**src/rtl/ov7670_pkg.sv**
```systemverilog
// Shared types, constants and frame helpers for the OV7670 SCCB configuration path.
package ov7670_pkg;

  typedef enum logic [2:0] {
    ST_SETTLE,
    ST_START,
    ST_BITS,
    ST_STOP,
    ST_GAP,
    ST_DELAY,
    ST_DONE
  } sccb_state_t;

  typedef struct packed {
    logic [7:0] addr;
    logic [7:0] value;
  } sccb_cmd_t;

  localparam logic [15:0]  SCCB_TERMINATOR = 16'hFFFF;
  localparam logic [7:0]   OV_REG_COM7     = 8'h12;
  localparam int unsigned  SCCB_FRAME_BITS = 27;
  localparam int unsigned  SCCB_BIT_W      = 5;
  localparam logic [14:0]  SCCB_DONTCARE_IDX = {5'd8, 5'd17, 5'd26};

  // Bus order: ID, don't-care, register, don't-care, value, don't-care (MSB first).
  function automatic logic [SCCB_FRAME_BITS-1:0] sccb_frame(input logic [7:0] id,
                                                            input sccb_cmd_t  cmd);
    return {id, 1'b1, cmd.addr, 1'b1, cmd.value, 1'b1};
  endfunction

  function automatic logic sccb_is_dontcare(input logic [SCCB_BIT_W-1:0] idx);
    logic hit;
    hit = 1'b0;
    for (int i = 0; i < 3; i++) begin
      if (idx == SCCB_DONTCARE_IDX[i*SCCB_BIT_W +: SCCB_BIT_W]) hit = 1'b1;
    end
    return hit;
  endfunction

  // A COM7 write with bit 7 set soft-resets the sensor, which then needs idle time.
  function automatic logic needs_post_reset_delay(input sccb_cmd_t cmd);
    return (cmd.addr == OV_REG_COM7) && cmd.value[7];
  endfunction

endpackage

```
**src/rtl/ov7670_sccb_sender_if.sv**
```systemverilog
// Register-table handshake plus SCCB pin bundle for the configuration sender.
interface ov7670_sccb_sender_if;
  import ov7670_pkg::*;

  sccb_cmd_t command;
  logic      finished;
  logic      advance;
  logic      config_done;
  logic      sioc;
  logic      siod_out;
  logic      siod_oe;

  modport master (
    input  command,
    input  finished,
    output advance,
    output config_done,
    output sioc,
    output siod_out,
    output siod_oe
  );

  modport slave (
    output command,
    output finished,
    input  advance,
    input  config_done,
    input  sioc,
    input  siod_out,
    input  siod_oe
  );
endinterface

```
**src/rtl/sccb_tick_gen.sv**
```systemverilog
// Quarter-period divider: qtick_o is high in the last clk of every CLK_DIV-cycle quarter.
module sccb_tick_gen #(
  parameter int unsigned CLK_DIV = 250
) (
  input  logic clk,
  input  logic rst,
  input  logic en_i,
  input  logic clear_i,
  output logic qtick_o
);

  localparam int unsigned CNT_W = $clog2(CLK_DIV);

  logic [CNT_W-1:0] cnt_q, cnt_d;
  logic             qtick_q, qtick_d;

  always_comb begin
    cnt_d = cnt_q;
    if (clear_i || !en_i) begin
      cnt_d = '0;
    end else if (cnt_q == CNT_W'(CLK_DIV - 1)) begin
      cnt_d = '0;
    end else begin
      cnt_d = cnt_q + CNT_W'(1);
    end
    qtick_d = (cnt_d == CNT_W'(CLK_DIV - 1));
  end

  always_ff @(posedge clk) begin
    if (rst) begin
      cnt_q   <= '0;
      qtick_q <= 1'b0;
    end else begin
      cnt_q   <= cnt_d;
      qtick_q <= qtick_d;
    end
  end

  assign qtick_o = qtick_q;

endmodule

```
**src/rtl/ov7670_sccb_sender.sv**
```systemverilog
// Walks the OV7670 register table and emits each entry as an SCCB 3-phase write.
module ov7670_sccb_sender
  import ov7670_pkg::*;
#(
  parameter int unsigned CLK_DIV          = 250,
  parameter logic [7:0]  DEVICE_ID        = 8'h42,
  parameter int unsigned POST_RESET_DELAY = 1_000_000,
  parameter int unsigned SETTLE           = 4
) (
  input logic                  clk,
  input logic                  rst,
  ov7670_sccb_sender_if.master bus
);

  localparam int unsigned SETTLE_W = $clog2(SETTLE + 2);
  localparam int unsigned DELAY_W  = $clog2(POST_RESET_DELAY + 2);
  localparam logic [SCCB_BIT_W-1:0] BIT_LAST = SCCB_BIT_W'(SCCB_FRAME_BITS - 1);

  sccb_state_t                 state_q, state_d;
  logic [1:0]                  quarter_q, quarter_d;
  logic [SCCB_BIT_W-1:0]       bit_q, bit_d;
  logic [SCCB_FRAME_BITS-1:0]  shift_q, shift_d;
  logic [SETTLE_W-1:0]         settle_q, settle_d;
  logic [DELAY_W-1:0]          delay_q, delay_d;
  logic                        delay_req_q, delay_req_d;
  logic                        advance_q, advance_d;
  logic                        config_done_q, config_done_d;
  logic                        sioc_q, sioc_d;
  logic                        siod_out_q, siod_out_d;
  logic                        siod_oe_q, siod_oe_d;
  logic                        qtick;
  logic                        tick_en;
  logic                        tick_clr;

  assign tick_en  = state_q inside {ST_START, ST_BITS, ST_STOP, ST_GAP};
  assign tick_clr = (state_d != state_q);

  sccb_tick_gen #(.CLK_DIV(CLK_DIV)) u_tick (
    .clk     (clk),
    .rst     (rst),
    .en_i    (tick_en),
    .clear_i (tick_clr),
    .qtick_o (qtick)
  );

  always_comb begin
    state_d       = state_q;
    quarter_d     = quarter_q;
    bit_d         = bit_q;
    shift_d       = shift_q;
    settle_d      = settle_q;
    delay_d       = delay_q;
    delay_req_d   = delay_req_q;
    advance_d     = 1'b0;
    config_done_d = config_done_q;
    sioc_d        = 1'b1;
    siod_out_d    = 1'b1;
    siod_oe_d     = 1'b1;

    case (state_q)
      ST_SETTLE: begin
        if (settle_q == SETTLE_W'(SETTLE)) begin
          if (bus.finished) begin
            state_d = ST_DONE;
          end else begin
            shift_d     = sccb_frame(DEVICE_ID, bus.command);
            delay_req_d = needs_post_reset_delay(bus.command) && (POST_RESET_DELAY != 0);
            state_d     = ST_START;
          end
        end else begin
          settle_d = settle_q + SETTLE_W'(1);
        end
      end
      ST_START: begin
        if (qtick) begin
          if (quarter_q == 2'd1) state_d = ST_BITS;
          else                   quarter_d = quarter_q + 2'd1;
        end
      end
      ST_BITS: begin
        if (qtick) begin
          quarter_d = quarter_q + 2'd1;
          if (quarter_q == 2'd3) begin
            if (bit_q == BIT_LAST) begin
              state_d = ST_STOP;
            end else begin
              bit_d   = bit_q + SCCB_BIT_W'(1);
              shift_d = {shift_q[SCCB_FRAME_BITS-2:0], 1'b0};
            end
          end
        end
      end
      ST_STOP: begin
        if (qtick) begin
          if (quarter_q == 2'd2) state_d = ST_GAP;
          else                   quarter_d = quarter_q + 2'd1;
        end
      end
      ST_GAP: begin
        if (qtick) begin
          if (quarter_q == 2'd3) begin
            if (delay_req_q) begin
              state_d = ST_DELAY;
            end else begin
              state_d   = ST_SETTLE;
              advance_d = 1'b1;
            end
          end else begin
            quarter_d = quarter_q + 2'd1;
          end
        end
      end
      ST_DELAY: begin
        if (delay_q == DELAY_W'(POST_RESET_DELAY - 1)) begin
          state_d   = ST_SETTLE;
          advance_d = 1'b1;
        end else begin
          delay_d = delay_q + DELAY_W'(1);
        end
      end
      ST_DONE: ;
      default: state_d = ST_SETTLE;
    endcase

    // Every per-state counter restarts from zero on state entry.
    if (state_d != state_q) begin
      quarter_d = '0;
      bit_d     = '0;
      settle_d  = '0;
      delay_d   = '0;
    end

    config_done_d = config_done_q | (state_d == ST_DONE);

    // Pin levels are decoded from the next state so they register in step with it.
    case (state_d)
      ST_START: begin
        siod_out_d = 1'b0;
        sioc_d     = (quarter_d == 2'd0);
      end
      ST_BITS: begin
        sioc_d     = quarter_d[1];
        siod_out_d = shift_d[SCCB_FRAME_BITS-1];
        siod_oe_d  = !sccb_is_dontcare(bit_d);
      end
      ST_STOP: begin
        sioc_d     = (quarter_d != 2'd0);
        siod_out_d = (quarter_d == 2'd2);
      end
      default: ;
    endcase
  end

  always_ff @(posedge clk) begin
    if (rst) begin
      state_q       <= ST_SETTLE;
      quarter_q     <= '0;
      bit_q         <= '0;
      shift_q       <= '0;
      settle_q      <= '0;
      delay_q       <= '0;
      delay_req_q   <= 1'b0;
      advance_q     <= 1'b0;
      config_done_q <= 1'b0;
      sioc_q        <= 1'b1;
      siod_out_q    <= 1'b1;
      siod_oe_q     <= 1'b1;
    end else begin
      state_q       <= state_d;
      quarter_q     <= quarter_d;
      bit_q         <= bit_d;
      shift_q       <= shift_d;
      settle_q      <= settle_d;
      delay_q       <= delay_d;
      delay_req_q   <= delay_req_d;
      advance_q     <= advance_d;
      config_done_q <= config_done_d;
      sioc_q        <= sioc_d;
      siod_out_q    <= siod_out_d;
      siod_oe_q     <= siod_oe_d;
    end
  end

  assign bus.advance     = advance_q;
  assign bus.config_done = config_done_q;
  assign bus.sioc        = sioc_q;
  assign bus.siod_out    = siod_out_q;
  assign bus.siod_oe     = siod_oe_q;

endmodule

```
**src/flat_wrapper.sv**
```systemverilog
// flat-port wrapper written by rule: the top's interface ports become plain ports
module ov7670_sccb_sender_flat import ov7670_pkg::*;
#(
  parameter int unsigned CLK_DIV          = 250,
  parameter logic [7:0]  DEVICE_ID        = 8'h42,
  parameter int unsigned POST_RESET_DELAY = 1_000_000,
  parameter int unsigned SETTLE           = 4
)
  (clk, rst, bus_command, bus_finished, bus_advance, bus_config_done, bus_sioc, bus_siod_out, bus_siod_oe);
  ov7670_sccb_sender_if bus_i ();
  input logic clk;
  input logic rst;
  input wire logic [$bits(bus_i.command)-1:0] bus_command;
  input wire logic [$bits(bus_i.finished)-1:0] bus_finished;
  output wire logic [$bits(bus_i.advance)-1:0] bus_advance;
  output wire logic [$bits(bus_i.config_done)-1:0] bus_config_done;
  output wire logic [$bits(bus_i.sioc)-1:0] bus_sioc;
  output wire logic [$bits(bus_i.siod_out)-1:0] bus_siod_out;
  output wire logic [$bits(bus_i.siod_oe)-1:0] bus_siod_oe;
  assign bus_i.command = bus_command;
  assign bus_i.finished = bus_finished;
  assign bus_advance = bus_i.advance;
  assign bus_config_done = bus_i.config_done;
  assign bus_sioc = bus_i.sioc;
  assign bus_siod_out = bus_i.siod_out;
  assign bus_siod_oe = bus_i.siod_oe;
  ov7670_sccb_sender #(.CLK_DIV(CLK_DIV), .DEVICE_ID(DEVICE_ID), .POST_RESET_DELAY(POST_RESET_DELAY), .SETTLE(SETTLE)) u_core (.clk(clk), .rst(rst), .bus(bus_i));
endmodule
```
**config.mk**
```make
export PLATFORM = sky130hd
export DESIGN_NAME = ov7670_sccb_sender_flat
export DESIGN_NICKNAME = d
export VERILOG_FILES = /design/src/rtl/ov7670_pkg.sv /design/src/rtl/ov7670_sccb_sender_if.sv /design/src/rtl/sccb_tick_gen.sv /design/src/rtl/ov7670_sccb_sender.sv /design/src/flat_wrapper.sv
export SDC_FILE = /design/constraint.sdc
export NUM_CORES = 1
export LEC_CHECK = 0
export ABC_AREA = 1
export CORE_ASPECT_RATIO = 1.4
export CORE_MARGIN = 8
export CORE_UTILIZATION = 53
export DETAILED_ROUTE_END_ITERATION = 8
export GPL_TIMING_DRIVEN = 1
export PLACE_DENSITY = 0.72
export RECOVER_POWER = 50
export SYNTH_ARGS = -nofsm -noshare
export SYNTH_HDL_FRONTEND = slang
export SYNTH_SLANG_ARGS = --single-unit
```
**constraint.sdc**
```tcl
create_clock -name clk -period 2 [get_ports clk]
set_input_delay 0.5 -clock clk [delete_from_list [all_inputs] [get_ports clk]]
set_output_delay 0.5 -clock clk [all_outputs]
set_load 0.03 [all_outputs]
```
### Word level (Yosys, flattened, before mapping)

Cells that the tools add are included.

| storage, ports and cells | value |
|---|---|
| bits in registers | 75 |
| bits of input ports | 19 |
| output and inout port bits | 5 |
| word-level logic and storage cells | 116 |

| operators by class | value |
|---|---|
| add/subtract/negate cells | 5 |
| equality and inequality tests | 29 |
| muxes and demuxes | 47 |
| bitwise gates (word level) | 5 |
| reduce and logical (&&, ||, !) cells | 15 |

Operators by type and width:

| cell | number |
|---|---|
| 2-to-1 mux 27 bit | 5 |
| case mux 27 bit (2 select lines) | 1 |
| 2-to-1 mux 3 bit | 13 |
| 2-to-1 mux 5 bit | 5 |
| case mux 3 bit (7 select lines) | 1 |
| adder 20 x 1 -> 20 bit, second input constant | 1 |
| equality test 20 bit, second input constant | 1 |
| equality test 8 bit, second input constant | 2 |
| 2-to-1 mux 2 bit | 8 |
| 2-to-1 mux 8 bit | 2 |
| equality test 3 bit, second input constant | 5 |
| equality test 5 bit, second input constant | 3 |
| equality test 3 x 2 -> 1 bit, second input constant | 4 |
| adder 8 x 1 -> 8 bit, second input constant | 1 |
| equality test 8 x 5 -> 1 bit, second input constant | 1 |
| 2-to-1 mux 1 bit | 8 |
| != test 2 bit, second input constant | 4 |
| case mux 2 bit (4 select lines) | 1 |
| equality test 2 bit, second input constant | 3 |
| equality test 3 x 1 -> 1 bit, second input constant | 2 |
| case mux 1 bit (3 select lines) | 2 |
| AND reduction 6 bit | 1 |
| adder 5 x 1 -> 5 bit, second input constant | 1 |
| equality test 5 x 4 -> 1 bit, second input constant | 1 |
| 18 further kinds | 25 |

### Depth between registers and ports, before layout

| logic depth | value |
|---|---|
| word-level depth | 13 |
| gate-level depth with buffers | 16 |
| gate-level depth less buffers | 16 |

### By module

A second synthesis with hierarchy kept.

| unflattened totals | value |
|---|---|
| cells, all modules | 617 |
| area, all modules | 4217.8 um^2 |

By module, submodules not included:

| module | times used | cells each | area each (um^2) | sequential area each (um^2) |
|---|---|---|---|---|
| ov7670_sccb_sender | 1 | 541 | 3701.0 | 1321.3 |
| sccb_tick_gen | 1 | 76 | 516.7 | 180.2 |

### Worst setup path after synthesis

No wires, ideal clock.

| timing | value |
|---|---|
| kind | register -> register |
| start point | register u_core.quarter_q[1] |
| end point | register u_core.delay_q[8] |
| library setup time | 0.066 ns |
| data arrival time | 1.708 ns |
| data required time | 1.934 ns |
| path slack | 0.226 ns |
| cell stages (with the launch flop) | 15 |
| path buffers | 1 |
| clock period less this slack | 1.774 ns |
| path through | dfxtp_1 -> ha_1 -> nand2_2 -> clkinv_1 -> nand2_1 -> nand3_1 -> nand2_1 -> nor2_4 -> nand2_2 -> nand2_2 -> nand2_4 -> nor2_8 -> nand2_4 -> buf_6 -> a21oi_2 |

| between the ends | value |
|---|---|
| cells in the longest elaborated chain, start to end | 6 |
| elaborated cells on any way between the ends | 14 |
| classes of those cells | 4 x eq/ne; 9 x mux; 1 x reduce/logical |

Ends and longest elaborated chain:

| element | RTL line | source |
|---|---|---|
| start: declaration | ov7670_sccb_sender.sv:20 | `logic [1:0] quarter_q, quarter_d;` |
| start signal: assignment | ov7670_sccb_sender.sv:170 | `quarter_q <= quarter_d;` |
| equality test 2 bit, or another cell as far along | ov7670_sccb_sender.sv:83, ov7670_sccb_sender.sv:101 |  |
| 2-to-1 mux 3 bit (on tied branches) (2 in a row) | - |  |
| case mux 3 bit (7 select lines) * | ov7670_sccb_sender.sv:60 | `case (state_q)` |
| != test 3 bit * | ov7670_sccb_sender.sv:126 | `if (state_d != state_q) begin` |
| OR reduction 2 bit (no line) * | - |  |
| end signal: assignment | ov7670_sccb_sender.sv:174 | `delay_q <= delay_d;` |
| end: declaration | ov7670_sccb_sender.sv:24 | `logic [DELAY_W-1:0] delay_q, delay_d;` |

Every way passes the cells marked *; elsewhere a longest branch is shown, timed or not.
A chain may end at the register's enable or synchronous reset.

### Worst setup path in the final report

| timing | value |
|---|---|
| start point | register u_core.quarter_q[1] |
| end point | register u_core.delay_q[6] |

The elaborated chain is that of the path after synthesis.

==> results.rst <==
.. list-table::
   :header-rows: 1

   * - Metric
     - Value
   * - Yosys cell types
     - 38
   * - Gr ovfl total
     - 0
   * - Number of DRC markers in iteration 0
     - 140
   * - M1 wire length
     - about 3.7 mm
   * - Crit path kind
     - register to register
   * - Warnings, synthesis
     - 0
   * - Slew at the pin closest to its max-slew limit
     - about 370 ps
   * - Maximum cell stage delay along the critical path
     - 390 ps
   * - Run status
     - finished clean
   * - Yosys reg bits
     - between 70 and 80
   * - Library cell with the highest instance count after synthesis
     - sky130_fd_sc_hd__nand2_1
   * - Setup ws final
     - 78.61 ps
   * - Number of hold-slack violations in the final timing report
     - 0
   * - Max Buffers Root-to-Sink
     - 2
   * - Number of antenna violations at the first check in global routing
     - 0
   * - Number of nets in the layout
     - 650
   * - Detail Route met2 WL
     - between 4 and 5 mm
   * - Final setup skew
     - 10.48 ps
   * - Endpoints failing setup
     - 0
   * - Async set-reset flop share out of synthesis
     - 0%
   * - Number of design rule violations left after detail routing
     - 0
   * - Layout overhead on the synthesized area
     - 25.91%
   * - Die area
     - 10,390 sq um
   * - Prevailing post-synth register cell
     - sky130_fd_sc_hd__dfxtp_1
   * - Vias after detailed routing
     - 3,631
   * - Post-Route WL
     - 8.816 mm
   * - Highest metal used
     - met4
   * - Cells after synthesis
     - approximately 560
   * - FF-to-FF setup slack
     - 80 ps
   * - Insertion delay of the later-clocked pin in the worst-skew pair
     - between 300 and 400 ps
   * - Number of port buffers
     - 23
   * - Most Frequent Cell on Critical Path
     - sky130_fd_sc_hd__nand2_4
   * - Standby leakage power
     - approximately 2 nW
   * - X dimension of the die
     - approximately 88 um
   * - Max-slew violation total from the final report
     - 0
   * - Remaining antenna violation count
     - 0
   * - CP required
     - 2290 ps
   * - Core footprint
     - 7222 sq um
   * - Ratio of total power to cell area
     - 784.1 nW/um^2
   * - Clk slew on worst S/H paths
     - 80 ps
   * - Fraction of the cycle the final worst path needs
     - around 96%
   * - Synth Cell Area
     - 3897 sq um
   * - Startpoint kind of the worst setup timing path
     - register
   * - Per-cell routed wire length
     - between 10 and 15 um
   * - Yosys top cell area share
     - between 30% and 40%
   * - Sink count of the clock tree
     - 75
   * - Max_slew headroom
     - 74.94%
   * - Clock H-tree levels
     - 3
   * - Total of max-cap violations
     - 0
   * - Area of all sequential standard cells
     - about 1500 sq um
   * - Top Family by Delay on Critical Path
     - simple AND/OR/NAND/NOR gates
   * - # IOs
     - 24
   * - Final TNS setup
     - 0 ps
   * - CP endpoint kind
     - register
   * - Post-synth EDFFs
     - 0
   * - Maximum fanout along the worst path
     - 8
   * - Multi-input gate area in the final layout
     - roughly 2200 sq um
   * - Synth cell count leaders
     - sky130_fd_sc_hd__nand2_1, sky130_fd_sc_hd__dfxtp_1, sky130_fd_sc_hd__inv_1
   * - Share of synthesized area occupied by flip-flops and latches
     - between 30% and 40%
   * - Final period demand of the worst path
     - between 1500 and 2000 ps
   * - Initial core utilization
     - between 50% and 60%
   * - Arrival time of the worst setup path
     - ~2200 ps
   * - Leading cell types by total area after synthesis
     - sky130_fd_sc_hd__dfxtp_1, sky130_fd_sc_hd__nand2_1, sky130_fd_sc_hd__inv_1
   * - Setup slack after placement
     - -184.5 ps
   * - Post-detailed-route via-to-cell ratio
     - between 5 and 6
   * - Cell at the root of the clock tree
     - sky130_fd_sc_hd__clkbuf_8
   * - Hold/Removal Path Class
     - register to register
   * - Share of cells above drive strength 1
     - a little under a quarter
   * - 1st-pass router iterations
     - 4
   * - Dpl hpwl
     - ~6.3 mm
   * - Antenna diodes
     - 0
   * - CTS tree
     - built
   * - Net Count, Synth
     - between 500 and 600
   * - Biggest area consumer among synthesized cells
     - sky130_fd_sc_hd__dfxtp_1
   * - Maximum frequency from static timing analysis
     - 520.5 MHz
   * - Vertical extent of the die
     - between 100 and 150 um
   * - Crit-path slowest cell
     - sky130_fd_sc_hd__dfxtp_4
   * - Placement Rows
     - 37
   * - Via count of the first global-routing pass
     - approximately 3,400
   * - Final-layout fill cell count
     - between 600 and 700
   * - Total track usage
     - 17.23%
   * - Worst vdd rail ir drop
     - between 0.5 and 0.6 mV
   * - Clock buffers created by TritonCTS
     - 9
   * - Gpl congestion
     - ~0.86
   * - Crit path cell chain
     - inv_4 -> ha_4 -> nand2_2 -> inv_2 -> nor2_1 -> nor2_1 -> nand2_2 -> nor2_4 -> nand2_4 -> nand2_4 -> nand2_4 -> nor2_8 -> nand2_4 -> buf_12 -> nor3b_2
   * - Met3 Routed Length
     - ~230 um
   * - Post-synthesis area per instance
     - ~7.0 sq um
   * - Wire length of the first global-routing pass
     - between 10 and 15 mm
   * - Combined buffer and inverter count along the critical path
     - 3
   * - Maximum number of pins on one net before global-route repair
     - 35
[per-stage QoR]
stage / instances / utilization (%) / hold slack [ps] / total power [mW] / area (sq um)
after CTS: 714 / 65.47 / 461.5 / 3.809 / 4728
after global routing: 721 / 67.95 / 492.3 / 4.028 / 4907
after detailed placement: 698 / 61.66 / 450.7 / 2.302 / 4453
after floorplan: 558 / - / 424.7 / 2.060 / 3897
after global placement: 698 / 61.66 / 434.0 / 2.287 / 4453
final: 721 / 67.95 / 458.8 / 3.847 / 4907
[registers in the layout, indices dropped and copies added (netlist names), 2 cells and up]
signal,flops
u_core.bit_q,5
u_core.quarter_q,2
u_core.settle_q,3
u_core.state_q,3
u_core.u_tick.cnt_q,8
u_core.shift_q,27
u_core.delay_q,20
[tightest hold or removal path: stages (launching register included)]
cell                      delay (ps)
sky130_fd_sc_hd__dfxtp_1         310
sky130_fd_sc_hd__nand2_1          60
sky130_fd_sc_hd__a21oi_1          50
[what timing repair did]
action,CTS,global route
gates resized for setup,5,44
hold buffers,0,0
setup buffers,0,7
pin swaps,0,12
setup endpoints to repair,23,40
[kinds of logic (layout without fill, tap and decap cells)]
family | after synthesis | after routing | synth area share [%]
AO/OA/AOI/OAI | 64 | 64 | 10.05
XOR/XNOR | 16 | 16 | 3.596
adder cells (fa/ha/maj) | 12 | 12 | 3.852
buffers and inverters | 84 | 150 | 8.507
flip-flops | 75 | 75 | 38.52
AND/OR/NAND/NOR | 307 | 307 | 35.47
[cell type report]
type	count	area share (%)
flip-flops and latches	75	31.00
repair buffers	62	11.17
clock inverters	5	2.550
clock buffers	11	2.677
inverters	72	5.558
multi-input cells	399	44.57
well taps	97	2.473
[worst paths after layout]
| path | from | end | cells past startpoint |
|---|---|---|---|
| min reg2reg | u_core.shift_q[24] | u_core.shift_q[24] | 2 |
| max | u_core.quarter_q[1] | u_core.delay_q[6] | 15 |
| max reg2reg | u_core.quarter_q[1] | u_core.delay_q[6] | 15 |
| min | u_core.shift_q[24] | u_core.shift_q[24] | 2 |
[cells in the final DEF, fill, tap and decap left out, types with 14 or more instances in the layout]
master and count:
sky130_fd_sc_hd__xor2_1 14, sky130_fd_sc_hd__clkdlybuf4s50_1 23, sky130_fd_sc_hd__buf_4 37, sky130_fd_sc_hd__nor2_1 49, sky130_fd_sc_hd__dfxtp_1 63, sky130_fd_sc_hd__a31oi_1 16
sky130_fd_sc_hd__nor2_2 17, sky130_fd_sc_hd__nand2_1 155, sky130_fd_sc_hd__nand3_1 25, sky130_fd_sc_hd__inv_1 58, sky130_fd_sc_hd__a21oi_1 17, sky130_fd_sc_hd__nand4_1 16
[power breakdown]
group,internal (mW),switching [mW]
clock,0.954,0.548
combinational,0.325,0.414
sequential,1.56,0.0506
total,2.84,1.01
[routing by layer]
layer	GRT usage [%]	up-vias
li1	-	1905
met1	18.38	1660
met2	30.05	51
met3	4.123	15
met4	8.608	0
met5	0	-
Note: power is estimated with default switching activity, not from simulation.
